--- src/rtl/counter_slot_pkg.sv ---
// Shared types and default sizing for the counter slot arbiter.
// Imported by the arbiter top and its round-robin picker.
package counter_slot_pkg;

   typedef enum logic [1:0] {
      IDLE,
      COUNT,
      DONE
   } slot_state_t;

   localparam int NUM_REQ_DEF = 4;
   localparam int CNT_W_DEF   = 4;

endpackage

--- src/rtl/counter_slot_arbiter_rr_picker.sv ---
// Combinational round-robin selector: returns the first active request
// found after last_owner_i, wrapping modulo NUM_REQ, as one-hot plus index.
module rr_picker #(
   parameter int NUM_REQ = 4,
   parameter int IDX_W   = 2
) (
   input  logic [NUM_REQ-1:0] req_i,
   input  logic [IDX_W-1:0]   last_owner_i,
   output logic [NUM_REQ-1:0] pick_o,
   output logic [IDX_W-1:0]   pick_idx_o,
   output logic               valid_o
);

   always_comb begin : search
      logic [IDX_W-1:0] idx;
      // NOTE: every output gets a default before the loop so no path leaves
      // a value unassigned, which would otherwise infer a latch.
      pick_o     = '0;
      pick_idx_o = '0;
      valid_o    = 1'b0;
      idx        = '0;
      for (int off = 1; off <= NUM_REQ; off++) begin
         idx = IDX_W'((int'(last_owner_i) + off) % NUM_REQ);
         if (!valid_o && req_i[idx]) begin
            valid_o     = 1'b1;
            pick_o[idx] = 1'b1;
            pick_idx_o  = idx;
         end
      end
   end

endmodule

--- src/rtl/counter_slot_arbiter.sv ---
// Shares one up-counter among NUM_REQ requesters: grants round-robin, counts
// 0..len, pulses done for the owner. All outputs are registered.
module counter_slot_arbiter
   import counter_slot_pkg::*;
#(
   parameter int NUM_REQ = NUM_REQ_DEF,
   parameter int CNT_W   = CNT_W_DEF
) (
   input  logic                           clk,
   input  logic                           reset,
   input  logic [NUM_REQ-1:0]             req,
   input  logic [NUM_REQ-1:0][CNT_W-1:0]  len,
   output logic [NUM_REQ-1:0]             grant,
   output logic                           busy,
   output logic [CNT_W-1:0]               count,
   output logic [NUM_REQ-1:0]             done
);

   localparam int IDX_W = $clog2(NUM_REQ);

   slot_state_t        state_q;
   logic [IDX_W-1:0]   owner_q;
   logic [IDX_W-1:0]   last_owner_q;
   logic [CNT_W-1:0]   len_q;
   logic [CNT_W-1:0]   count_q;
   logic [NUM_REQ-1:0] grant_q;
   logic [NUM_REQ-1:0] done_q;
   logic               busy_q;

   logic [NUM_REQ-1:0] pick_oh;
   logic [IDX_W-1:0]   pick_idx;
   logic               pick_valid;

   rr_picker #(
      .NUM_REQ (NUM_REQ),
      .IDX_W   (IDX_W)
   ) u_rr_picker (
      .req_i        (req),
      .last_owner_i (last_owner_q),
      .pick_o       (pick_oh),
      .pick_idx_o   (pick_idx),
      .valid_o      (pick_valid)
   );

   // NOTE: state and outputs are flops, so they use non-blocking assignments;
   // every register reads its pre-edge value regardless of statement order.
   always_ff @(posedge clk or posedge reset) begin
      if (reset) begin
         state_q      <= IDLE;
         owner_q      <= '0;
         last_owner_q <= IDX_W'(NUM_REQ - 1);
         len_q        <= '0;
         count_q      <= '0;
         grant_q      <= '0;
         done_q       <= '0;
         busy_q       <= 1'b0;
      end else begin
         done_q <= '0;
         case (state_q)
            IDLE: begin
               if (pick_valid) begin
                  state_q      <= COUNT;
                  owner_q      <= pick_idx;
                  last_owner_q <= pick_idx;
                  len_q        <= len[pick_idx];
                  count_q      <= '0;
                  grant_q      <= pick_oh;
                  busy_q       <= 1'b1;
               end
            end
            COUNT: begin
               // Abort wins over completion: a dropped request never earns done.
               if (!req[owner_q]) begin
                  state_q <= IDLE;
                  count_q <= '0;
                  grant_q <= '0;
                  busy_q  <= 1'b0;
               end else if (count_q == len_q) begin
                  state_q <= DONE;
                  done_q  <= grant_q;
               end else begin
                  count_q <= count_q + CNT_W'(1);
               end
            end
            DONE: begin
               state_q <= IDLE;
               count_q <= '0;
               grant_q <= '0;
               busy_q  <= 1'b0;
            end
            default: begin
               state_q <= IDLE;
               count_q <= '0;
               grant_q <= '0;
               busy_q  <= 1'b0;
            end
         endcase
      end
   end

   assign grant = grant_q;
   assign busy  = busy_q;
   assign count = count_q;
   assign done  = done_q;

endmodule

--- config.mk ---
export PLATFORM = sky130hd
export DESIGN_NAME = counter_slot_arbiter
export DESIGN_NICKNAME = d
export VERILOG_FILES = /design/src/rtl/counter_slot_pkg.sv /design/src/rtl/counter_slot_arbiter_rr_picker.sv /design/src/rtl/counter_slot_arbiter.sv
export SDC_FILE = /design/constraint.sdc
export NUM_CORES = 1
export LEC_CHECK = 0
export BUFFER_PORTS_ARGS = -buffer_cell sky130_fd_sc_hd__buf_2
export CAP_MARGIN = 20
export CELL_PAD_IN_SITES_DETAIL_PLACEMENT = 1
export CELL_PAD_IN_SITES_GLOBAL_PLACEMENT = 1
export CORE_MARGIN = 5
export CORE_UTILIZATION = 32
export CTS_BUF_LIST = sky130_fd_sc_hd__clkbuf_2
export CTS_CLUSTER_DIAMETER = 100
export CTS_CLUSTER_SIZE = 10
export DETAILED_ROUTE_END_ITERATION = 12
export MAX_ROUTING_LAYER = met4
export PLACE_DENSITY = 0.63
export SYNTH_ARGS = -nofsm -noshare
export SYNTH_HDL_FRONTEND = slang
export SYNTH_HIERARCHICAL = 1
export SYNTH_SLANG_ARGS = --single-unit
--- constraint.sdc ---
create_clock -name clk -period 5.6 [get_ports clk]
set_clock_uncertainty 0.15 [all_clocks]
set_input_delay 0 -clock clk [delete_from_list [all_inputs] [get_ports clk]]
set_output_delay 0 -clock clk [all_outputs]
set_load 0.01 [all_outputs]
==> flow_summary.yaml, run 1 <==
status:
  status: "complete, no violations"
synth:
  synth_edf_count: 0
  synth.avg_cell_area_sq_um: 9.68
  ys_seq_area_frac: 0.339
  ys_async_sr_fraction: 1.00
  synth_warnings: 6
  ys.flop_type: "dfrtp_1"
  syn-cell-area_sq_um: 1700
  syn_inst: 176
  synth_cell_types: 41
  synth_area_leaders: "dfrtp_1 31%, mux4_2 7.9%, nand2_1 6.8%, ha_1 6.6%, dfstp_2 3.1%"
  synth_top_cell_by_area: "dfrtp_1"
  synth_top_area_frac: 0.308
  syn-num-nets: 207
  ys_ff_latch: 23
timing:
  worstMarginPinSlew_ns: 1.06
  setup_viol: 0
  rsz0062_at_grt: "false"
  final_hold_viol_count: 0
  slew_headroom: 0.296
  min_period_over_period: 0.808
  fin_tns_setup_ns: 0
  fmax_ghz: 0.221
  slew_viol_final: 0
  finalHoldWorstSlack_ns: 0.0904
  period_needed_ns: 4.53
place:
  gp_congestion: 0.851
  place_area_sq_um: 1910
  port-buffer-count: 34
  dpl.hpwl_um: 3630
clock_tree:
  clk_pin_slew_worst_paths_ns: 0.19
  cts_resized: 0
  cts_tree: "built"
  numCtsBuffers: 3
  insertion_delay_ns: 0.33
  cts_sinks: 23
  h-tree-depth: 1
  ctsHoldBuffers: 9
  clockBufferDepth: 2
  cts-root-buf: "clkbuf_2"
  post_cts_buffers: 0
setup_path:
  worstSetupPathType: "flop to flop"
  worst_r2r_path_depth: 10
  path_cells: "inv_1 > ha_1 > a21oi_1 > a211oi_1 > a311o_1 > a221oi_1 > mux4_2 > dlygate4sd3_1 > nand2_1 > nand2_1"
  regToRegStartpoint: "last_owner_q[0]"
  cp-end-kind: "flop"
  critPathMaxStageDelay_ns: 0.88
  r2r_end: "len_q[2]"
  arrival_ns: 4.61
  critPathLaunchType: "flop"
  worst_path_max_delay_cell: "a221oi_1"
  crit_required_ns: 5.69
  cp_max_fo: 21
  r2r_slack_ns: 1.07
  crit_path_frequent_cell: "nand2_1"
flow_run:
  maxCapViolations: 0
power_and_ir_drop:
  ir_drop_uv: 166
  power_density_nw_per_um2: 474
  p_total_uw: 956
  power.static_leakage_uw: 0.000946
drt:
  routed_via_density: 5.37
  via_count: 1521
  drtAntennaViolNets: 0
  routedWlPerCell_um: 16.5
  drc: 0
  drt_iter0_markers: 103
  wl_um: 4680
  firstDrtPassIters: 4
global_routing:
  grt_pass1_vias: 1620
  grt_usage: 0.142
  gr-total-overflow: 0
  grt_start_max_net_pins: 24
  antenna_found_initial: 0
  grt_pass1_wl_um: 7930
cells_and_area:
  drive_gt1_frac: 0.244
  synthToLayoutAreaGrowth_pct: 18.3
  n_antenna_cell: 0
  final_common_cell: "buf_2"
  stdcell_area_sq_um: 2020
  final_cell_mix: "34 x buf_2, 31 x nand2_1, 21 x dfrtp_1"
  nets: 245
hold_path:
  hp-start: "req[1]"
  whs_path_depth: 5
  worstHoldEndpoint: "last_owner_q[0]"
  worstHoldPathType: "primary input to flop"
floorplanning:
  die_h_um: 83.0
  rows: 26
  dieArea_sq_um: 6880
  io_pins: 35
  fp.dieW_um: 83.0
  core_area_sq_um: 5140
  start_util: 0.332
## sequential cells by signal, indices dropped and copies added (netlist names)
| register | flops |
|---|---|
| state_q | 2 |
| last_owner_q | 2 |
| owner_q | 2 |
| done | 4 |
| busy | 1 |
| grant | 4 |
| count | 4 |
| len_q | 4 |
## cell type report
| type | instances | area [sq um] |
|---|---|---|
| clock inverter | 1 | 5.00 |
| inverter | 9 | 33.8 |
| multi-input combinational | 134 | 1040 |
| timing repair buffer | 43 | 260 |
| fill | 644 | 3120 |
| sequential | 23 | 578 |
| tap | 70 | 87.6 |
| clock buffer | 3 | 15.0 |
## critical path, delay by kind of cell, from the launching register on
kind	cells	cell delay (ns)
AOI/OAI and AO/OA	4	1.54
DFF	1	0.83
buffers and inverters	2	0.74
muxes	1	0.59
adders and majority gates	1	0.47
and+or+nand+nor	2	0.12
## how the worst max path moves through the flow
stage | startpoint | endpoint | slack [ns] | cells past startpoint
6_report | last_owner_q[0] | len_q[2] | 1.07 | 10
3_5_place_dp | last_owner_q[0] | len_q[1] | 1.65 | 9
3_3_place_gp | last_owner_q[0] | len_q[1] | 1.84 | 9
5_1_grt | last_owner_q[0] | len_q[1] | 0.78 | 10
4_1_cts | last_owner_q[0] | len_q[1] | 1.07 | 10
2_1_floorplan | last_owner_q[0] | len_q[1] | 2.17 | 13
## synthesized netlist by cell type (2+ instances only)
library cell  count
nand2b_1          3
nand3_1           2
xnor2_1           4
mux2_2            2
a31oi_1           5
a2111o_1          4
nand2_1          31
a21oi_1           4
mux2i_1           4
inv_1             9
o21ai_0           2
nand3b_1          2
nor2b_1           2
nor3b_1           2
buf_2             3
nor4bb_1          2
a221o_1           2
nand4_1           7
buf_6             2
nor2_1            7
a211oi_1          3
clkbuf_1          5
mux4_2            6
a22o_1            5
or3_1             5
dfstp_2           2
and2_1            6
dfrtp_1          21
ha_1              9
o31ai_1           4
## per-stage QoR
step                instances   util  setup slack (ns)
floorplan                 176      -              2.17
global placement          270  0.371              1.84
detailed placement        270  0.371              1.65
CTS                       283  0.392              1.07
global route              283  0.392             0.781
finish                    283  0.392              1.07
## kinds of logic (layout without fill, tap and decap cells)
kind of cell / count (synthesis) / in the layout / share of synthesized area
AND/OR/NAND/NOR: 71 / 71 / 0.214
AO/OA/AOI/OAI: 37 / 37 / 0.183
flip-flops: 23 / 23 / 0.339
buffers and inverters: 19 / 56 / 0.0529
multiplexers: 13 / 13 / 0.125
adder cells (fa/ha/maj): 9 / 9 / 0.0661
XOR/XNOR: 4 / 4 / 0.0206
## metal layers
| metal | wire length [um] | GRT usage | vias to the layer above |
|---|---|---|---|
| met2 | 2190 | 0.238 | 44 |
| met5 | 0 | - | - |
| li1 | - | - | 721 |
| met1 | 2240 | 0.180 | 748 |
| met3 | 178 | 0.0257 | 8 |
| met4 | 75 | 0.0282 | 0 |
## report_power, final
group | internal, uW | total, uW | switching (uW) | leakage (uW)
clock network | 16.2 | 63.7 | 47.6 | 0.0000164
registers | 224 | 294 | 70.0 | 0.000297
logic | 273 | 598 | 325 | 0.000633
total | 513 | 956 | 443 | 0.000946
Power figures use the tool's default switching activity.
==> run 2: changes to the inputs <==
Settings changed: PLACE_DENSITY 0.63 to 0.65.
Clock period 5.6 ns to 3.6 ns, I/O delays scaled along.
==> flow_summary.yaml, run 2 (same netlist as run 1, synthesis figures left out) <==
clock_tree:
  clk_pin_slew_worst_paths_ns: 0.20
  cts-root-buf: "clkbuf_2"
  insertion_delay_ns: 0.32
  cts_sinks: 23
  cts_tree: "built"
  post_cts_buffers: 0
  clockBufferDepth: 2
  numCtsBuffers: 3
  h-tree-depth: 1
setup_path:
  cp_max_fo: 11
  worstSetupPathType: "flop to flop"
  crit_required_ns: 3.70
  critPathLaunchType: "flop"
  cp-end-kind: "flop"
  setup.worst_path.start: "last_owner_q[1]"
  arrival_ns: 3.31
  regToRegStartpoint: "last_owner_q[1]"
timing:
  fin_tns_setup_ns: 0
  fmax_ghz: 0.312
  period_needed_ns: 3.21
  slew_headroom: 0.434
  setup_viol: 0
  slew_viol_final: 0
  worstMarginPinSlew_ns: 0.849
  min_period_over_period: 0.892
  rsz0062_at_grt: "false"
  final_hold_viol_count: 0
drt:
  via_count: 1530
  drc: 0
  drt_iter0_markers: 101
  drtAntennaViolNets: 0
  routedWlPerCell_um: 15.2
  firstDrtPassIters: 4
  wl_um: 4460
  routed_via_density: 5.20
place:
  gp_congestion: 0.793
  dpl.hpwl_um: 3300
  port-buffer-count: 34
power_and_ir_drop:
  switching_share: 0.456
  clkPwrFrac: 0.069
  pwr-share-seq: 0.289
  combPwrFrac: 0.641
  intPower_uw: 793
  power.static_leakage_uw: 0.000995
  power_density_nw_per_um2: 688
  p_total_uw: 1460
  ir_drop_uv: 248
  power.switching_uw: 664
cells_and_area:
  synthToLayoutAreaGrowth_pct: 24.3
  drive_gt1_frac: 0.246
  final_cell_mix: "34 x buf_2, 31 x nand2_1, 21 x dfrtp_1, 17 x dlygate4sd3_1"
  final_common_cell: "buf_2"
  n_antenna_cell: 0
  nets: 256
  final_util: 0.412
global_routing:
  grt_usage: 0.136
  gr-total-overflow: 0
  grt_start_max_net_pins: 24
  grt_pass1_vias: 1602
  grt_pass1_wl_um: 7650
  antenna_found_initial: 0
status:
  status: "complete, no violations"
floorplanning:
  dieArea_sq_um: 6880
  core_area_sq_um: 5140
  rows: 26
  die_h_um: 83.0
  io_pins: 35
  start_util: 0.332
  fp.dieW_um: 83.0
flow_run:
  maxCapViolations: 0
hold_path:
  worstHoldPathType: "primary input to flop"
  hp-start: "req[1]"
==> run 2: through the flow <==
stage | setup slack, ns | std cells | cell area [sq um] | hold WS (ns)
6_report | 0.390 | 294 | 2120 | 0.132
3_3_place_gp | 0.479 | 273 | 1930 | 0.0730
2_1_floorplan | 0.170 | 176 | 1700 | -0.150
4_1_cts | 0.392 | 294 | 2120 | 0.129
3_5_place_dp | 0.418 | 273 | 1930 | 0.0580
5_1_grt | 0.150 | 294 | 2120 | 0.200
==> run 2: worst paths after layout <==
kind	endpoint	slack, ns	depth (start not counted)
worst max-delay path	len_q[0]	0.39	9
worst min-delay path	last_owner_q[0]	0.13	6
worst max register to register	len_q[0]	0.39	9
worst min register to register	len_q[1]	0.37	2
max in group asynchronous	state_q[1]	2.57	3
min in group asynchronous	state_q[0]	0.21	3
==> run 2: critical path, stage by stage, from the launching register on <==
cell and delay (ns):
dfstp_2 0.69, inv_1 0.16, ha_1 0.51, inv_1 0.21
a311o_1 0.31, a221oi_1 0.27, buf_4 0.21, mux4_2 0.50
nand2_1 0.07, nand2_1 0.05
==> run 2: layer usage <==
metal	GRT usage	vias up	part of all wire
met5	-	-	0
met4	0.0327	0	0.012
met3	0.0277	4	0.040
met2	0.222	41	0.46
met1	0.174	738	0.48
li1	-	747	-
==> run 2: cell type report <==
type	instances	area (sq um)
fill	602	3020
tap	70	87.6
sequential	23	578
timing repair buffer	54	363
clock buffer	4	20.0
inverter	9	33.8
multi-input combinational	134	1040
==> run 2: power by group through the flow <==
| stage | combinational (uW) | clock (uW) | sequential [uW] |
|---|---|---|---|
| 2_1_floorplan | 708 | 0 | 428 |
| 3_3_place_gp | 914 | 0 | 425 |
| 3_5_place_dp | 922 | 0 | 429 |
| 4_1_cts | 940 | 106 | 423 |
| 5_1_grt | 1050 | 116 | 437 |
| 6_report | 935 | 101 | 422 |
==> run 2: what timing repair did <==
item,CTS,global route
resized for setup,0,0
endpoints found under the hold margin,25,0
hold buffers,17,0
setup endpoints to repair,0,0
==> run 3: changes to the inputs <==
Settings changed: CORE_UTILIZATION 32 to 39, PLACE_DENSITY 0.65 to 0.77.
==> flow_summary.yaml, run 3 (same netlist as run 1, synthesis figures left out) <==
clock_tree:
  post_cts_buffers: 0
  clk_pin_slew_worst_paths_ns: 0.20
  insertion_delay_ns: 0.32
  h-tree-depth: 1
  cts_resized: 0
  cts_tree: "built"
  cts-root-buf: "clkbuf_2"
  cts_sinks: 23
  clockBufferDepth: 2
  ctsHoldBuffers: 17
  numCtsBuffers: 3
drt:
  routed_via_density: 5.57
  maxUsedRoutingLayer: "met4"
  routedWlPerCell_um: 16.3
  wl_met1_um: 2040
  wl_met3_um: 167
  drc: 0
  wl_um: 4490
  via_count: 1538
  dr_wl_met2_um: 2270
  firstDrtPassIters: 4
  drt_iter0_markers: 99
  drtAntennaViolNets: 0
timing:
  period_needed_ns: 3.21
  fin_tns_setup_ns: 0
  setup_viol: 0
  min_period_over_period: 0.892
  final_hold_viol_count: 0
  fmax_ghz: 0.311
  worstMarginPinSlew_ns: 0.857
  slew_viol_final: 0
  slew_headroom: 0.428
  rsz0062_at_grt: "false"
power_and_ir_drop:
  intPower_uw: 792
  combPwrFrac: 0.641
  ir_drop_uv: 349
  power.static_leakage_uw: 0.000995
  pwr-share-seq: 0.288
  p_total_uw: 1460
  power.switching_uw: 666
  switching_share: 0.457
  power_density_nw_per_um2: 696
  clkPwrFrac: 0.070
setup_path:
  setup.worst_path.start: "last_owner_q[1]"
  regToRegStartpoint: "last_owner_q[1]"
  critPathLaunchType: "flop"
  r2r_end: "len_q[2]"
  cp_max_fo: 11
  crit_required_ns: 3.70
  r2r_slack_ns: 0.39
  worst_r2r_path_depth: 9
  arrival_ns: 3.31
  endpoint: "len_q[2]"
  cp-end-kind: "flop"
  worstSetupPathType: "flop to flop"
hold_path:
  worstHoldPathType: "primary input to flop"
  hp-start: "req[1]"
floorplanning:
  start_util: 0.397
  die_h_um: 76.1
  dieArea_sq_um: 5790
  fp.dieW_um: 76.1
  rows: 24
  core_area_sq_um: 4290
  io_pins: 35
place:
  gp_congestion: 0.865
  dpl.hpwl_um: 3310
  port-buffer-count: 34
  dp.cells: 255
cells_and_area:
  final_util: 0.488
  final_common_cell: "buf_2"
  nets: 256
  synthToLayoutAreaGrowth_pct: 23.0
  final_cells: 276
  final_cell_mix: "34 x buf_2, 31 x nand2_1, 21 x dfrtp_1, 17 x dlygate4sd3_1"
  n_antenna_cell: 0
  drive_gt1_frac: 0.246
  nFillCells: 512
flow_run:
  maxCapViolations: 0
global_routing:
  grt_start_max_net_pins: 24
  antenna_found_initial: 0
  gr-total-overflow: 0
  grt_pass1_wl_um: 7910
  grt_usage: 0.166
  grt_pass1_vias: 1618
status:
  status: "complete, no violations"
## run 3: worst min-delay path by stage
stage	endpoint	slack, ns	cells past startpoint
global route	last_owner_q[0]	0.18	6
global placement	busy	0.06	2
detailed placement	count[3]	0.09	2
finish	last_owner_q[0]	0.13	6
floorplan	busy	-0.15	1
CTS	last_owner_q[0]	0.11	6
## run 3: routing by layer
layer,GRT usage,vias to the layer above
met5,-,-
met4,0.0175,0
met3,0.0319,2
met2,0.288,37
met1,0.208,755
li1,-,744
## run 3: final cells by class
cell class                      instances  area (sq um)  area share
Multi-Input combinational cell        134          1040       0.494
Sequential cell                        23           578       0.276
Timing Repair Buffer                   54           363       0.173
Tap cell                               52          65.1      0.0310
Inverter                                9          33.8      0.0161
Clock buffer                            4          20.0     0.00955
## run 3: critical path, stage by stage (launching register included)
cell	delay, ns
dfstp_2	0.68
inv_1	0.15
ha_1	0.51
inv_1	0.22
a311o_1	0.30
a221oi_1	0.27
buf_4	0.21
mux4_2	0.51
nand2_1	0.08
nand2_1	0.05
## run 3: power by group through the flow
stage          Combinational (uW)  Clock [uW]  Sequential [uW]
2_1_floorplan                 708           0              428
6_report                      935         103              420
3_3_place_gp                  902           0              423
4_1_cts                       941         108              422
3_5_place_dp                  920           0              428
5_1_grt                      1040         121              436
## run 3: stage by stage
| stage | hold WS [ns] | instance area, sq um | setup slack [ns] |
|---|---|---|---|
| 2_1_floorplan | -0.150 | 1700 | 0.170 |
| 3_3_place_gp | 0.0649 | 1910 | 0.506 |
| 3_5_place_dp | 0.0882 | 1910 | 0.415 |
| 4_1_cts | 0.108 | 2100 | 0.389 |
| 5_1_grt | 0.183 | 2100 | 0.168 |
| 6_report | 0.135 | 2100 | 0.389 |
